## config.mk

```make
export PLATFORM = sky130hd
export DESIGN_NAME = tl_ca_merge_arb_flat
export DESIGN_NICKNAME = d
export VERILOG_FILES = /design/src/rtl/tl_ca_merge_arb.sv /design/src/flat_wrapper.sv
export SDC_FILE = /design/constraint.sdc
export NUM_CORES = 1
export LEC_CHECK = 0
export BUFFER_PORTS_ARGS = -buffer_cell sky130_fd_sc_hd__buf_4
export CORE_AREA = 3 3 202 204
export CTS_BUF_LIST = sky130_fd_sc_hd__clkbuf_2
export DETAILED_ROUTE_END_ITERATION = 6
export DIE_AREA = 0 0 205 207
export SLEW_MARGIN = 20
export SYNTH_ARGS = -nofsm -noshare
export SYNTH_HDL_FRONTEND = slang
export SYNTH_SLANG_ARGS = --single-unit
```

## constraint.sdc

```tcl
create_clock -name clk_i -period 8.99 [get_ports clk_i]
set_input_delay 1.798 -clock clk_i [delete_from_list [all_inputs] [get_ports clk_i]]
set_output_delay 1.798 -clock clk_i [all_outputs]
set_load 0.01 [all_outputs]
```

## src/rtl/tl_ca_merge_arb.sv

```systemverilog
// ---------------------------------------------------------------------------
// tl_ca_merge_arb
//   Merges a TileLink master's A channel and C channel (ProbeAck / Release
//   traffic) onto one downstream A channel. Arbitration is burst-aware: once
//   the first beat of a multi-beat message is accepted, the grant stays on
//   that channel until its last beat. The merged beat sits in a single output
//   register (oreg). The D channel is passed straight through.
//
// Parameters
//   ARB_MODE      0: A fixed priority with C starvation guard, 1: round-robin
//   C_STARVE_MAX  A messages allowed while C waits before C is forced (1..15)
//   BUS_BYTES     bytes per beat
//   MAX_SIZE      largest legal log2 message size
//
// Ports
//   clk_i  clock
//   rst_i  synchronous active-high reset
//   in     upstream A, C and D channels (TL_BUS.Master)
//   out    downstream A and D channels   (TL_BUS.Slave)
// ---------------------------------------------------------------------------

package tl_pkg;
    parameter int MASK_WTH = 8;
    parameter int DATA_W   = 8 * MASK_WTH;
    parameter int ADDR_W   = 32;
    parameter int SRC_W    = 4;
    parameter int SINK_W   = 2;
    parameter int SIZE_W   = 4;

    typedef struct packed {
        logic [2:0]          opcode;
        logic [2:0]          param;
        logic [SIZE_W-1:0]   size;
        logic [SRC_W-1:0]    source;
        logic [ADDR_W-1:0]   address;
        logic [MASK_WTH-1:0] mask;
        logic [DATA_W-1:0]   data;
        logic                corrupt;
    } tl_a_t;

    typedef struct packed {
        logic [2:0]          opcode;
        logic [2:0]          param;
        logic [SIZE_W-1:0]   size;
        logic [SRC_W-1:0]    source;
        logic [ADDR_W-1:0]   address;
        logic [DATA_W-1:0]   data;
        logic                corrupt;
    } tl_c_t;

    typedef struct packed {
        logic [2:0]          opcode;
        logic [1:0]          param;
        logic [SIZE_W-1:0]   size;
        logic [SRC_W-1:0]    source;
        logic [SINK_W-1:0]   sink;
        logic                denied;
        logic [DATA_W-1:0]   data;
        logic                corrupt;
    } tl_d_t;
endpackage

interface TL_BUS;
    logic          a_valid;
    logic          a_ready;
    tl_pkg::tl_a_t a_bits;
    logic          c_valid;
    logic          c_ready;
    tl_pkg::tl_c_t c_bits;
    logic          d_valid;
    logic          d_ready;
    tl_pkg::tl_d_t d_bits;

    // Side facing the upstream master (the block receives A/C, returns D).
    modport Master (
        input  a_valid, a_bits, c_valid, c_bits, d_ready,
        output a_ready, c_ready, d_valid, d_bits
    );
    // Side facing the downstream slave (the block sends A, receives D).
    modport Slave (
        output a_valid, a_bits, d_ready,
        input  a_ready, d_valid, d_bits
    );
endinterface

module tl_ca_merge_arb #(
    parameter int ARB_MODE     = 0,
    parameter int C_STARVE_MAX = 4,
    parameter int BUS_BYTES    = tl_pkg::MASK_WTH,
    parameter int MAX_SIZE     = 6
) (
    input  logic  clk_i,
    input  logic  rst_i,
    TL_BUS.Master in,
    TL_BUS.Slave  out
);

    localparam int CNT_W    = $clog2((1 << MAX_SIZE) / BUS_BYTES) + 1;
    localparam int LG_BYTES = $clog2(BUS_BYTES);
    localparam logic [3:0] STARVE_MAX = 4'(C_STARVE_MAX);

    typedef enum logic [1:0] {
        ST_IDLE,
        ST_LOCK_A,
        ST_LOCK_C
    } state_e;

    state_e            state_q;
    logic [CNT_W-1:0]  cnt_q;
    logic [3:0]        starve_q;
    logic              ptr_q;          // preferred channel in RR mode: 0 = A, 1 = C
    logic              oreg_valid_q;
    tl_pkg::tl_a_t     oreg_q;

    logic              stage_ready;
    logic              pick_c;
    logic              gnt_a;
    logic              gnt_c;
    logic              acc_a;
    logic              acc_c;
    logic              done_a;
    logic              done_c;
    logic [CNT_W-1:0]  a_m1_d;
    logic [CNT_W-1:0]  c_m1_d;

    // Beats-minus-one of a message, from its first beat only.
    function automatic logic [CNT_W-1:0] beats_m1(input logic [tl_pkg::SIZE_W-1:0] size,
                                                 input logic data_op);
        int unsigned n;
        n = 32'd1;
        if (data_op && (int'(size) > LG_BYTES)) begin
            n = 32'd1 << (int'(size) - LG_BYTES);
        end
        return CNT_W'(n - 32'd1);
    endfunction

    // C beats carry no mask; a full-beat mask is substituted.
    function automatic tl_pkg::tl_a_t c_to_a(input tl_pkg::tl_c_t c);
        tl_pkg::tl_a_t a;
        a.opcode  = c.opcode;
        a.param   = c.param;
        a.size    = c.size;
        a.source  = c.source;
        a.address = c.address;
        a.mask    = '1;
        a.data    = c.data;
        a.corrupt = c.corrupt;
        return a;
    endfunction

    assign stage_ready = !oreg_valid_q || out.a_ready;

    // Data opcodes: A 0..3, C ProbeAckData (5) and ReleaseData (7).
    assign a_m1_d = beats_m1(in.a_bits.size, !in.a_bits.opcode[2]);
    assign c_m1_d = beats_m1(in.c_bits.size, in.c_bits.opcode[2] & in.c_bits.opcode[0]);

    assign pick_c = (ARB_MODE == 0) ? (starve_q == STARVE_MAX) : ptr_q;

    always_comb begin
        gnt_a = 1'b0;
        gnt_c = 1'b0;
        case (state_q)
            ST_LOCK_A: gnt_a = 1'b1;
            ST_LOCK_C: gnt_c = 1'b1;
            default: begin
                if (in.a_valid && in.c_valid) begin
                    gnt_a = !pick_c;
                    gnt_c = pick_c;
                end else if (in.a_valid) begin
                    gnt_a = 1'b1;
                end else if (in.c_valid) begin
                    gnt_c = 1'b1;
                end else begin
                    // Nothing pending: both may see ready; no accept can happen.
                    gnt_a = 1'b1;
                    gnt_c = 1'b1;
                end
            end
        endcase
    end

    assign in.a_ready = gnt_a && stage_ready;
    assign in.c_ready = gnt_c && stage_ready;

    assign acc_a = in.a_valid && in.a_ready;
    assign acc_c = in.c_valid && in.c_ready;

    assign done_a = acc_a && ((state_q == ST_IDLE) ? (a_m1_d == '0) : (cnt_q == '0));
    assign done_c = acc_c && ((state_q == ST_IDLE) ? (c_m1_d == '0) : (cnt_q == '0));

    always_ff @(posedge clk_i) begin
        if (rst_i) begin
            state_q      <= ST_IDLE;
            cnt_q        <= '0;
            starve_q     <= '0;
            ptr_q        <= 1'b0;
            oreg_valid_q <= 1'b0;
            oreg_q       <= '0;
        end else begin
            if (acc_a) begin
                oreg_valid_q <= 1'b1;
                oreg_q       <= in.a_bits;
            end else if (acc_c) begin
                oreg_valid_q <= 1'b1;
                oreg_q       <= c_to_a(in.c_bits);
            end else if (out.a_ready) begin
                oreg_valid_q <= 1'b0;
            end

            // The counter holds beats still to come after the current one.
            case (state_q)
                ST_LOCK_A: begin
                    if (acc_a) begin
                        if (cnt_q == '0) state_q <= ST_IDLE;
                        else             cnt_q   <= cnt_q - CNT_W'(1);
                    end
                end
                ST_LOCK_C: begin
                    if (acc_c) begin
                        if (cnt_q == '0) state_q <= ST_IDLE;
                        else             cnt_q   <= cnt_q - CNT_W'(1);
                    end
                end
                default: begin
                    if (acc_a && (a_m1_d != '0)) begin
                        state_q <= ST_LOCK_A;
                        cnt_q   <= a_m1_d - CNT_W'(1);
                    end else if (acc_c && (c_m1_d != '0)) begin
                        state_q <= ST_LOCK_C;
                        cnt_q   <= c_m1_d - CNT_W'(1);
                    end
                end
            endcase

            if (!in.c_valid || done_c) begin
                starve_q <= '0;
            end else if (done_a && (starve_q != STARVE_MAX)) begin
                starve_q <= starve_q + 4'd1;
            end

            if (done_a && !ptr_q) begin
                ptr_q <= 1'b1;
            end else if (done_c && ptr_q) begin
                ptr_q <= 1'b0;
            end
        end
    end

    assign out.a_valid = oreg_valid_q;
    assign out.a_bits  = oreg_q;

    assign in.d_valid  = out.d_valid;
    assign in.d_bits   = out.d_bits;
    assign out.d_ready = in.d_ready;

endmodule
```

## src/flat_wrapper.sv

```systemverilog
// flat-port wrapper written by rule: the top's interface ports become plain ports
module tl_ca_merge_arb_flat 
#(
    parameter int ARB_MODE     = 0,
    parameter int C_STARVE_MAX = 4,
    parameter int BUS_BYTES    = tl_pkg::MASK_WTH,
    parameter int MAX_SIZE     = 6
)
  (clk_i, rst_i, in_a_valid, in_a_bits, in_c_valid, in_c_bits, in_d_ready, in_a_ready, in_c_ready, in_d_valid, in_d_bits, out_a_valid, out_a_bits, out_d_ready, out_a_ready, out_d_valid, out_d_bits);
  TL_BUS in_i ();
  TL_BUS out_i ();
  input  logic clk_i;
  input  logic rst_i;
  input wire logic [$bits(in_i.a_valid)-1:0] in_a_valid;
  input wire logic [$bits(in_i.a_bits)-1:0] in_a_bits;
  input wire logic [$bits(in_i.c_valid)-1:0] in_c_valid;
  input wire logic [$bits(in_i.c_bits)-1:0] in_c_bits;
  input wire logic [$bits(in_i.d_ready)-1:0] in_d_ready;
  output wire logic [$bits(in_i.a_ready)-1:0] in_a_ready;
  output wire logic [$bits(in_i.c_ready)-1:0] in_c_ready;
  output wire logic [$bits(in_i.d_valid)-1:0] in_d_valid;
  output wire logic [$bits(in_i.d_bits)-1:0] in_d_bits;
  output wire logic [$bits(out_i.a_valid)-1:0] out_a_valid;
  output wire logic [$bits(out_i.a_bits)-1:0] out_a_bits;
  output wire logic [$bits(out_i.d_ready)-1:0] out_d_ready;
  input wire logic [$bits(out_i.a_ready)-1:0] out_a_ready;
  input wire logic [$bits(out_i.d_valid)-1:0] out_d_valid;
  input wire logic [$bits(out_i.d_bits)-1:0] out_d_bits;
  assign in_i.a_valid = in_a_valid;
  assign in_i.a_bits = in_a_bits;
  assign in_i.c_valid = in_c_valid;
  assign in_i.c_bits = in_c_bits;
  assign in_i.d_ready = in_d_ready;
  assign in_a_ready = in_i.a_ready;
  assign in_c_ready = in_i.c_ready;
  assign in_d_valid = in_i.d_valid;
  assign in_d_bits = in_i.d_bits;
  assign out_a_valid = out_i.a_valid;
  assign out_a_bits = out_i.a_bits;
  assign out_d_ready = out_i.d_ready;
  assign out_i.a_ready = out_a_ready;
  assign out_i.d_valid = out_d_valid;
  assign out_i.d_bits = out_d_bits;
  tl_ca_merge_arb #(.ARB_MODE(ARB_MODE), .C_STARVE_MAX(C_STARVE_MAX), .BUS_BYTES(BUS_BYTES), .MAX_SIZE(MAX_SIZE)) u_core (.clk_i(clk_i), .rst_i(rst_i), .in(in_i), .out(out_i));
endmodule
```

==> results.yml, run 1 <==
setup_path:
  cp_max_fo: 15
  crit_family: "compound AO/OA/AOI/OAI gates"
  crit_required_ns: 7.19
  crit_path_cell_trace: "inv_1, ha_1, inv_2, o21ai_1, a31oi_1, buf_4"
  rr_startpoint: "u_core.state_q[1]$_SDFFE_PP0P_"
  path_buf_inv: 3
  endpoint_kind: "primary output"
  arrival_ns: 2.87
  crit_type: "reg2out"
  cp-start-kind: "register"
  critPathSlowestCell: "ha_1"
  slowest_delay_ns: 0.49
  worstSetupStartpoint: "u_core.state_q[1]$_SDFFE_PP0P_"
grt:
  grt_max_degree: 93
  grt_pass1_vias: 6824
  grt_use_total: 0.116
  antenna_found_initial: 3
  grt_first_pass_wirelength_um: 38100
  grt_remaining_overflow: 0
layout:
  area_growth_pct: 40.3
  finalCoreUtilization: 0.242
  final_layout_size_suffix_gt1_frac: 0.361
  layout.nets: 1447
floorplanning:
  dieWidth_um: 205
  core_area_um2: 39500
  row_count: 73
  pin_count: 523
  die_h_um: 207
  initial_core_util: 0.173
  die_area_um2: 42400
clock_network:
  ctsResizeCount: 0
  cts_setup_buffers: 0
  clock_latency_ns: 0.84
  clkTransAtPathRegs_ns: 0.22
  clock-sinks: 130
  cts_made_buffers: 17
  clk_path_buf_depth: 2
  ctsHoldBuffers: 0
  root_buffer: "clkbuf_2"
  cts_tree: "yes"
  cts_max_level: 4
logic_synthesis:
  ys_ff_latch: 130
  avgSynthCellArea_um2: 7.69
  syn_nets: 1216
  synth_warnings: 0
  synth.distinct_cells: 56
  syn_area_um2: 6810
  synthArstFlopShare: 0
  ys.flop_type: "dfxtp_1"
  synth_edf_count: 0
  ys_seq_area_frac: 0.382
  synthCells: 886
timing:
  rsz0062_at_grt: "no"
  fin_skew_ns: 0.0479
  slew_headroom: 0.338
  maxSlewViolCount: 0
  worst_slew_pin_slew_ns: 0.993
  min_period_over_period: 0.519
  hold_viol: 0
  finalSetupTns_ns: 0
  final-setup-viol-count: 0
  finalCriticalPeriod_ns: 4.67
  fmax_ghz: 0.214
detailed_routing:
  wl_um: 25700
  firstDrtPassIters: 4
  drt.antenna.violating_nets: 0
  dr.first_iter.drc_count: 308
  via_per_inst: 4.25
  route.detailed.drc: 0
  post_drt_wl_per_cell_um: 15.5
  via_count: 7047
pwr:
  powerDensity_nw_per_um2: 195
  power.leakage_nw: 4.07
  worst_ir_drop_vdd_uv: 80.1
flow_run:
  maxCapViolCount: 0
place:
  numPortBuffers: 356
  gp_congestion: 0.767
  dp_hpwl_um: 18700
outcome:
  status: "finished, final reports clean"
min_path:
  min_path_type: "reg2reg"
  hold_path_startpoint: "u_core.out.a_bits[94]$_SDFFE_PP0P_"
-- power by group --
part	switching, W	internal [W]
Sequential	0.0000612	0.000686
Combinational	0.000410	0.000332
Clock	0.000249	0.000129
Total	0.000719	0.00115
-- Yosys cell counts (2+ instances only) --
cell type  number  area, µm²
dfxtp_1       130       2600
nor2b_1         4       25.0
a21oi_1        12       60.1
or3b_1          2       17.5
xnor2_1         6       52.6
o21ai_1         4       20.0
nor3_1          2       10.0
mux2i_1         3       30.0
buf_1           8       30.0
o211a_1         2       20.0
nand3b_1        6       45.0
clkbuf_1       59        221
a211o_1         2       17.5
inv_1          12       45.0
a311oi_1      112        981
buf_4          83        623
a211oi_1        9       67.6
nor2_1        136        510
o21a_1          2       15.0
a31oi_1         6       37.5
ha_1           12        150
o21ai_0         2       10.0
and2_1          3       18.8
nand4bb_1       2       22.5
nand2b_1        4       25.0
nand2_1       233        875
-- worst paths after layout --
| check | to | slack [ns] | depth (start not counted) |
|---|---|---|---|
| hold reg to reg | u_core.out.a_bits[94]$_SDFFE_PP0P_ | 0.49 | 2 |
| setup / recovery | in_a_ready | 4.32 | 6 |
| hold / removal | u_core.out.a_bits[94]$_SDFFE_PP0P_ | 0.49 | 2 |
| setup reg to reg | u_core.out.a_bits[20]$_SDFFE_PP0P_ | 5.22 | 8 |
-- layout make-up --
cell class                 count  area [µm²]
multi-input combinational    593        3300
fill                        4332       29900
clock inverter                13         136
timing repair buffer         362        2720
inverter                      13        48.8
antenna                        2        5.00
tap                          525         657
clock buffer                  19        95.1
sequential                   130        2600
-- tightest hold or removal path, stage by stage, from the launching register on --
cell	delay, ns
dfxtp_1	0.36
nand2_1	0.05
a311oi_1	0.07
-- flip-flops by register name, summed over array words and instances, names as in the netlist --
name / count
u_core.state_q: 2
u_core.cnt_q: 4
u_core.starve_q: 4
u_core.out.a_valid: 1
u_core.out.a_bits: 119
-- through the flow --
| step | area (µm²) | setup WS, ns | hold WS [ns] | std cells | power (W) |
|---|---|---|---|---|---|
| after CTS | 9550 | 4.10 | 0.498 | 1655 | 0.00191 |
| final | 9560 | 4.32 | 0.494 | 1657 | 0.00187 |
| after detailed placement | 9320 | 3.91 | 0.471 | 1623 | 0.00151 |
| after global placement | 9320 | 4.00 | 0.469 | 1623 | 0.00150 |
| after global routing | 9560 | 4.00 | 0.519 | 1657 | 0.00201 |
| after floorplan | 6810 | 4.41 | 0.450 | 886 | 0.00119 |
-- logic make-up after synthesis --
kind of cell | Yosys count | share of synthesized area
AO/OA/AOI/OAI | 167 | 0.204
flip-flops | 130 | 0.382
adder cells (fa/ha/maj) | 12 | 0.0220
AND/OR/NAND/NOR | 404 | 0.243
XOR/XNOR | 7 | 0.00900
buffers and inverters | 163 | 0.136
multiplexers | 3 | 0.00441
-- layer usage --
layer / vias up / track usage / routed length (µm)
met5: - / 0.00806 / 56
met4: 4 / 0.0596 / 943
met3: 59 / 0.0501 / 2510
met2: 307 / 0.195 / 12300
met1: 3224 / 0.122 / 9910
li1: 3453 / - / -
-- cell usage in the layout, fill, tap and decap left out, types with 3 or more instances in the layout --
cell / Yosys / final
a211oi_1: 9 / 9
and2_1: 3 / 3
nand3b_1: 6 / 6
a21oi_1: 12 / 12
clkbuf_2: 0 / 19
a311oi_1: 112 / 112
a31oi_1: 6 / 6
mux2i_1: 3 / 3
clkinv_2: 0 / 4
inv_1: 12 / 12
nor2b_1: 4 / 4
nor2_1: 136 / 136
nand2b_1: 4 / 4
nand2_1: 233 / 233
buf_4: 83 / 362
xnor2_1: 6 / 6
clkinvlp_4: 0 / 4
ha_1: 12 / 12
o21ai_1: 4 / 4
dfxtp_1: 130 / 130
No activity file was read; power rests on OpenSTA's default activity.
==> inputs of run 2 (changes only) <==
--- a/config.mk
+++ b/config.mk
@@ -5,11 +5,12 @@
 export SDC_FILE = /design/constraint.sdc
 export NUM_CORES = 1
 export LEC_CHECK = 0
+export ABC_AREA = 1
 export BUFFER_PORTS_ARGS = -buffer_cell sky130_fd_sc_hd__buf_4
-export CORE_AREA = 3 3 202 204
+export CORE_AREA = 3 3 204 206
 export CTS_BUF_LIST = sky130_fd_sc_hd__clkbuf_2
 export DETAILED_ROUTE_END_ITERATION = 6
-export DIE_AREA = 0 0 205 207
+export DIE_AREA = 0 0 207 209
 export SLEW_MARGIN = 20
 export SYNTH_ARGS = -nofsm -noshare
 export SYNTH_HDL_FRONTEND = slang
==> constraint.sdc (replaced) <==
create_clock -name clk_i -period 4.7 [get_ports clk_i]
set_input_delay 0.94 -clock clk_i [delete_from_list [all_inputs] [get_ports clk_i]]
set_output_delay 0.94 -clock clk_i [all_outputs]
set_load 0.01 [all_outputs]
==> run 2 against run 1 <==
Compared with the run above:
- first-iteration DRC count up 17%
- utilization down 0.21 points
- die area up 2.0%
- non-clock buffer count down 1
- final cell count up 2.3%
- synthesized cell count up 4.2%
- clock-buffer cell count up 1
==> results.yml, run 2 <==
clock_network:
  cts_max_level: 4
  root_buffer: "clkbuf_2"
  clkTransAtPathRegs_ns: 0.17
  ctsResizeCount: 0
  cts_made_buffers: 17
  cts_setup_buffers: 0
  clock_latency_ns: 0.78
  ctsHoldBuffers: 0
  clock-sinks: 130
  clk_path_buf_depth: 2
  cts_tree: "yes"
setup_path:
  crit_path_cell_trace: "inv_1, ha_1, inv_2, o21ai_0, a21oi_1, buf_4"
  cp_max_fo: 17
  critPathSlowestCell: "dfxtp_1"
  crit_family: "buffers and inverters"
  cp-start-kind: "register"
  endpoint_kind: "primary output"
  slowest_delay_ns: 0.40
  arrival_ns: 2.33
  path_buf_inv: 3
  crit_required_ns: 3.76
  crit_type: "reg2out"
pwr:
  combPwrFrac: 0.508
  powerDensity_nw_per_um2: 583
  seq_power_share: 0.329
  intPower_w: 0.00322
  sw_frac_of_total: 0.422
  power.leakage_nw: 4.39
  worst_ir_drop_vdd_uv: 232
  power_frac_clock: 0.163
  p_switching_w: 0.00235
timing:
  final-setup-viol-count: 0
  maxSlewViolCount: 0
  fmax_ghz: 0.306
  finalSetupTns_ns: 0
  finalCriticalPeriod_ns: 3.27
  slew_headroom: 0.377
  rsz0062_at_grt: "no"
  worst_slew_pin_slew_ns: 0.935
  min_period_over_period: 0.696
  fin_skew_ns: 0.0346
  fin_hold_ws_ns: 0.375
  hold_viol: 0
grt:
  antenna_found_initial: 1
  grt_first_pass_wirelength_um: 37400
  grt_pass1_vias: 6739
  grt_max_degree: 117
  grt_use_total: 0.109
  grt_remaining_overflow: 0
logic_synthesis:
  ys_ff_latch: 130
  syn_area_um2: 6730
  synth_edf_count: 0
  ys_top_cells_by_count: "nand2_1, dfxtp_1, a31oi_1"
  yosysTopAreaCellShare: 0.386
  ys_seq_area_frac: 0.386
  ys.flop_type: "dfxtp_1"
  avgSynthCellArea_um2: 7.30
  synthCells: 923
  synth_warnings: 0
  synthArstFlopShare: 0
  syn_nets: 1253
  yosys.cell_count.top_type: "nand2_1"
  synthTopCellsByArea: "dfxtp_1, nand2_1, a31oi_1"
  synth_area_leader_cell: "dfxtp_1"
  synth.distinct_cells: 33
layout:
  final_layout_size_suffix_gt1_frac: 0.367
  final_cell_mix: "buf_4, nand2_1, dfxtp_1, a31oi_1, o21ai_0"
  layout.nets: 1486
  largest_reg_flops: 119
  regArea_um2: 2600
  area_growth_pct: 42.0
  final_common_cell: "buf_4"
  finalCoreUtilization: 0.240
  fill_cells: 4421
  multi_input_area_um2: 3070
floorplanning:
  die_area_um2: 43300
  dieWidth_um: 207
  die_h_um: 209
  core_area_um2: 39800
  row_count: 73
  initial_core_util: 0.169
  pin_count: 523
detailed_routing:
  dr.first_iter.drc_count: 359
  wl_um: 25000
  route.detailed.drc: 0
  via_count: 7124
  firstDrtPassIters: 7
  drt.antenna.violating_nets: 0
  via_per_inst: 4.20
  post_drt_wl_per_cell_um: 14.8
place:
  dp_hpwl_um: 18300
  numPortBuffers: 356
  gp_congestion: 0.818
outcome:
  status: "finished, final reports clean"
min_path:
  min_path_type: "in2reg"
flow_run:
  maxCapViolCount: 0
## run 2: changes by cell type in the layout (fill, tap and decap cells not counted), moves of 11 or more
cell / before / now
nor2_1: 136 / 18
a31oi_1: 6 / 111
o21ai_1: 4 / 15
inv_1: 12 / 37
nand3_1: 1 / 20
nand2_1: 233 / 262
a311oi_1: 112 / 0
o21ai_0: 2 / 105
## run 2: routing by layer
metal | part of all wire | wire (µm) | vias up | global-route usage
li1 | - | - | 3504 | -
met1 | 0.41 | 10300 | 3271 | 0.126
met4 | 0.030 | 761 | 0 | 0.0513
met5 | 0 | 0 | - | 0
met3 | 0.076 | 1890 | 45 | 0.0423
met2 | 0.48 | 12100 | 304 | 0.179
## run 2: layout make-up
| cell class | instances | area share |
|---|---|---|
| Multi-Input combinational cell | 602 | 0.321 |
| Tap cell | 525 | 0.0687 |
| Clock inverter | 12 | 0.0221 |
| Inverter | 44 | 0.0177 |
| Sequential cell | 130 | 0.272 |
| Antenna cell | 1 | 0.000262 |
| Clock buffer | 20 | 0.0105 |
| Timing Repair Buffer | 361 | 0.287 |
## run 2: logic make-up (layout without fill, tap and decap cells)
group	Yosys count	count (layout)	share of synthesized area
DFF	130	130	0.386
adders and majority gates	12	12	0.0223
and+or+nand+nor	335	335	0.211
xor gates and xnor gates	3	3	0.00390
buffers and inverters	191	437	0.159
other	0	1	0
AOI/OAI and AO/OA	252	252	0.217
## run 2: stage by stage
| stage | instance area, µm² | power [W] | std cells | setup slack (ns) |
|---|---|---|---|---|
| after floorplan | 6730 | 0.00348 | 923 | 1.65 |
| after detailed placement | 9250 | 0.00471 | 1662 | 1.23 |
| after CTS | 9560 | 0.00567 | 1694 | 1.19 |
| final | 9560 | 0.00557 | 1695 | 1.43 |
| after global routing | 9560 | 0.00600 | 1695 | 1.05 |
| after global placement | 9250 | 0.00468 | 1662 | 1.30 |
## run 2: worst paths after layout
kind / from / to / slack (ns) / cells past startpoint
worst min-delay path: rst_i / u_core.state_q[0]$_SDFFE_PP0P_ / 0.38 / 2
worst min register to register: u_core.state_q[1]$_SDFFE_PP0P_ / u_core.state_q[1]$_SDFFE_PP0P_ / 0.50 / 2
worst max register to register: u_core.state_q[0]$_SDFFE_PP0P_ / u_core.out.a_bits[58]$_SDFFE_PP0P_ / 1.54 / 11
worst max-delay path: u_core.state_q[0]$_SDFFE_PP0P_ / in_c_ready / 1.43 / 6
## run 2: power groups by stage
stage	Clock (W)	Combinational [W]	Sequential (W)
after floorplan	0	0.00145	0.00203
after detailed placement	0	0.00287	0.00184
after global routing	0.00101	0.00310	0.00189
after CTS	0.000974	0.00287	0.00183
final	0.000909	0.00283	0.00183
after global placement	0	0.00285	0.00184
==> inputs of run 3 (changes only) <==
==> constraint.sdc (replaced) <==
create_clock -name clk_i -period 3.19 [get_ports clk_i]
set_input_delay 0.638 -clock clk_i [delete_from_list [all_inputs] [get_ports clk_i]]
set_output_delay 0.638 -clock clk_i [all_outputs]
set_load 0.01 [all_outputs]
==> run 3 against run 2 <==
Compared with the run above:
- final cell count rose by 14%
- hold slack got worse by 0.21 ns
- power rose by 62%
- combinational power rose by 75%
- design area rose by 25%
- clock skew fell by 0.0064 ns
- clock-buffer cell count fell by 2
==> results.yml, run 3 (synthesis gave the netlist of run 2 again) <==
timing:
  fin_hold_ws_ns: 0.165
  worst_slew_pin_slew_ns: 0.588
  maxSlewViolCount: 0
  fin_skew_ns: 0.0281
  final-setup-viol-count: 0
  fmax_ghz: 0.338
  slew_headroom: 0.604
  hold_viol: 0
  min_period_over_period: 0.928
  finalCriticalPeriod_ns: 2.96
floorplanning:
  die_h_um: 209
  pin_count: 523
  row_count: 73
  initial_core_util: 0.169
  dieWidth_um: 207
  die_area_um2: 43300
  core_area_um2: 39800
grt:
  grt_remaining_overflow: 0
  grt_max_degree: 63
  antenna_found_initial: 2
  grt_pass1_vias: 8412
  grt_use_total: 0.124
  grt_first_pass_wirelength_um: 43500
outcome:
  status: "finished, final reports clean"
layout:
  finalCoreUtilization: 0.299
  final_layout_size_suffix_gt1_frac: 0.319
  fin_cells: 1932
  final_cell_mix: "buf_4, nand2_1, dlygate4sd3_1, dfxtp_1, a31oi_1"
  layout.nets: 1718
  area_growth_pct: 77.1
  final_common_cell: "buf_4"
  largest_reg_flops: 119
detailed_routing:
  route.detailed.drc: 0
  drt.antenna.violating_nets: 0
  post_drt_wl_per_cell_um: 14.9
  wl_um: 28800
  via_count: 8269
  dr.first_iter.drc_count: 571
  via_per_inst: 4.28
  firstDrtPassIters: 5
clock_network:
  cts_tree: "yes"
  cts_made_buffers: 17
  cts_max_level: 4
  clk_path_buf_depth: 2
  clkTransAtPathRegs_ns: 0.24
  clock_latency_ns: 0.76
  root_buffer: "clkbuf_2"
  clock-sinks: 130
setup_path:
  rr_startpoint: "u_core.state_q[0]$_SDFFE_PP0P_"
  cp-start-kind: "register"
  arrival_ns: 3.70
  crit_type: "reg2reg"
  r2r_end: "u_core.out.a_bits[60]$_SDFFE_PP0P_"
  cp_max_fo: 42
  endpoint_kind: "register"
  crit_required_ns: 3.93
  worst-r2r-cell-count: 12
  reg2reg_slack_ns: 0.23
min_path:
  min_path_type: "in2reg"
  hold_path_end: "u_core.out.a_bits[100]$_SDFFE_PP0P_"
  hold_path_startpoint: "in_c_bits[92]"
  hold_depth: 3
flow_run:
  maxCapViolCount: 0
place:
  dp.cells: 1671
  dp_hpwl_um: 18900
  numPortBuffers: 356
  gp_congestion: 0.798
pwr:
  powerDensity_nw_per_um2: 756
  power.leakage_nw: 5.47
  worst_ir_drop_vdd_uv: 312
-- run 3: cell count changes in the layout (fill, tap and decap cells not counted), moves of 2 or more --
cell,before,now
dlygate4sd3_1,0,219
buf_4,358,366
diode_2,1,6
inv_6,0,4
buf_12,3,6
clkinv_1,3,0
clkinv_4,0,3
clkbuf_2,20,18
-- run 3: what timing repair did --
action	CTS	global route
setup buffers	0	3
resized for setup	0	4
endpoints found under the setup margin	0	47
endpoints found under the hold margin	121	0
hold buffers	219	0
-- run 3: worst max-delay path, stage by stage (launching register included) --
cell,delay [ns]
dfxtp_1,0.41
inv_1,0.07
ha_1,0.36
inv_4,0.18
o21ai_0,0.10
inv_1,0.07
nand2_2,0.07
nor2_4,0.19
buf_12,0.14
buf_4,0.39
nand2_1,0.14
a31oi_1,0.20
dlygate4sd3_1,0.56
-- run 3: how the worst max path moves through the flow --
stage | from | endpoint | slack [ns] | cells after the start
detailed placement | in_a_bits[109] | u_core.cnt_q[2]$_SDFFE_PP0P_ | 0.06 | 22
CTS | u_core.state_q[0]$_SDFFE_PP0P_ | u_core.out.a_bits[81]$_SDFFE_PP0P_ | 0.01 | 13
global route | u_core.state_q[0]$_SDFFE_PP0P_ | in_a_ready | -0.03 | 8
global placement | in_a_bits[109] | u_core.cnt_q[2]$_SDFFE_PP0P_ | 0.11 | 19
floorplan | in_a_bits[109] | u_core.cnt_q[2]$_SDFFE_PP0P_ | 0.44 | 18
finish | u_core.state_q[0]$_SDFFE_PP0P_ | u_core.out.a_bits[60]$_SDFFE_PP0P_ | 0.23 | 12
-- run 3: through the flow --
stage	TNS [ns]	area [µm²]	worst slack [ns]	power [W]
after global placement	0	9340	0.109	0.00700
after detailed placement	0	9340	0.0576	0.00706
after CTS	0	11900	0.0144	0.00898
after global routing	-0.0472	11900	-0.0319	0.00969
after floorplan	0	6730	0.442	0.00512
final	0	11900	0.231	0.00901
-- run 3: where the power goes --
group	internal [W]	switching, W	leakage (nW)
clock	0.000611	0.000755	0.176
combinational	0.00229	0.00264	4.21
sequential	0.00232	0.000392	1.08
-- run 3: per-layer routing --
| metal | share of wire | track usage |
|---|---|---|
| met3 | 0.075 | 0.0422 |
| met2 | 0.51 | 0.218 |
| met4 | 0.035 | 0.0609 |
| met1 | 0.38 | 0.134 |
| met5 | 0 | 0 |
-- run 3: layout make-up --
class,count,area [µm²]
well taps,525,657
diodes,6,15.0
clock buffers,18,90.1
inverters,44,171
multi-input cells,603,3090
clock inverters,14,226
repair buffers,592,5070
flip-flops and latches,130,2600
fillers,4163,27900
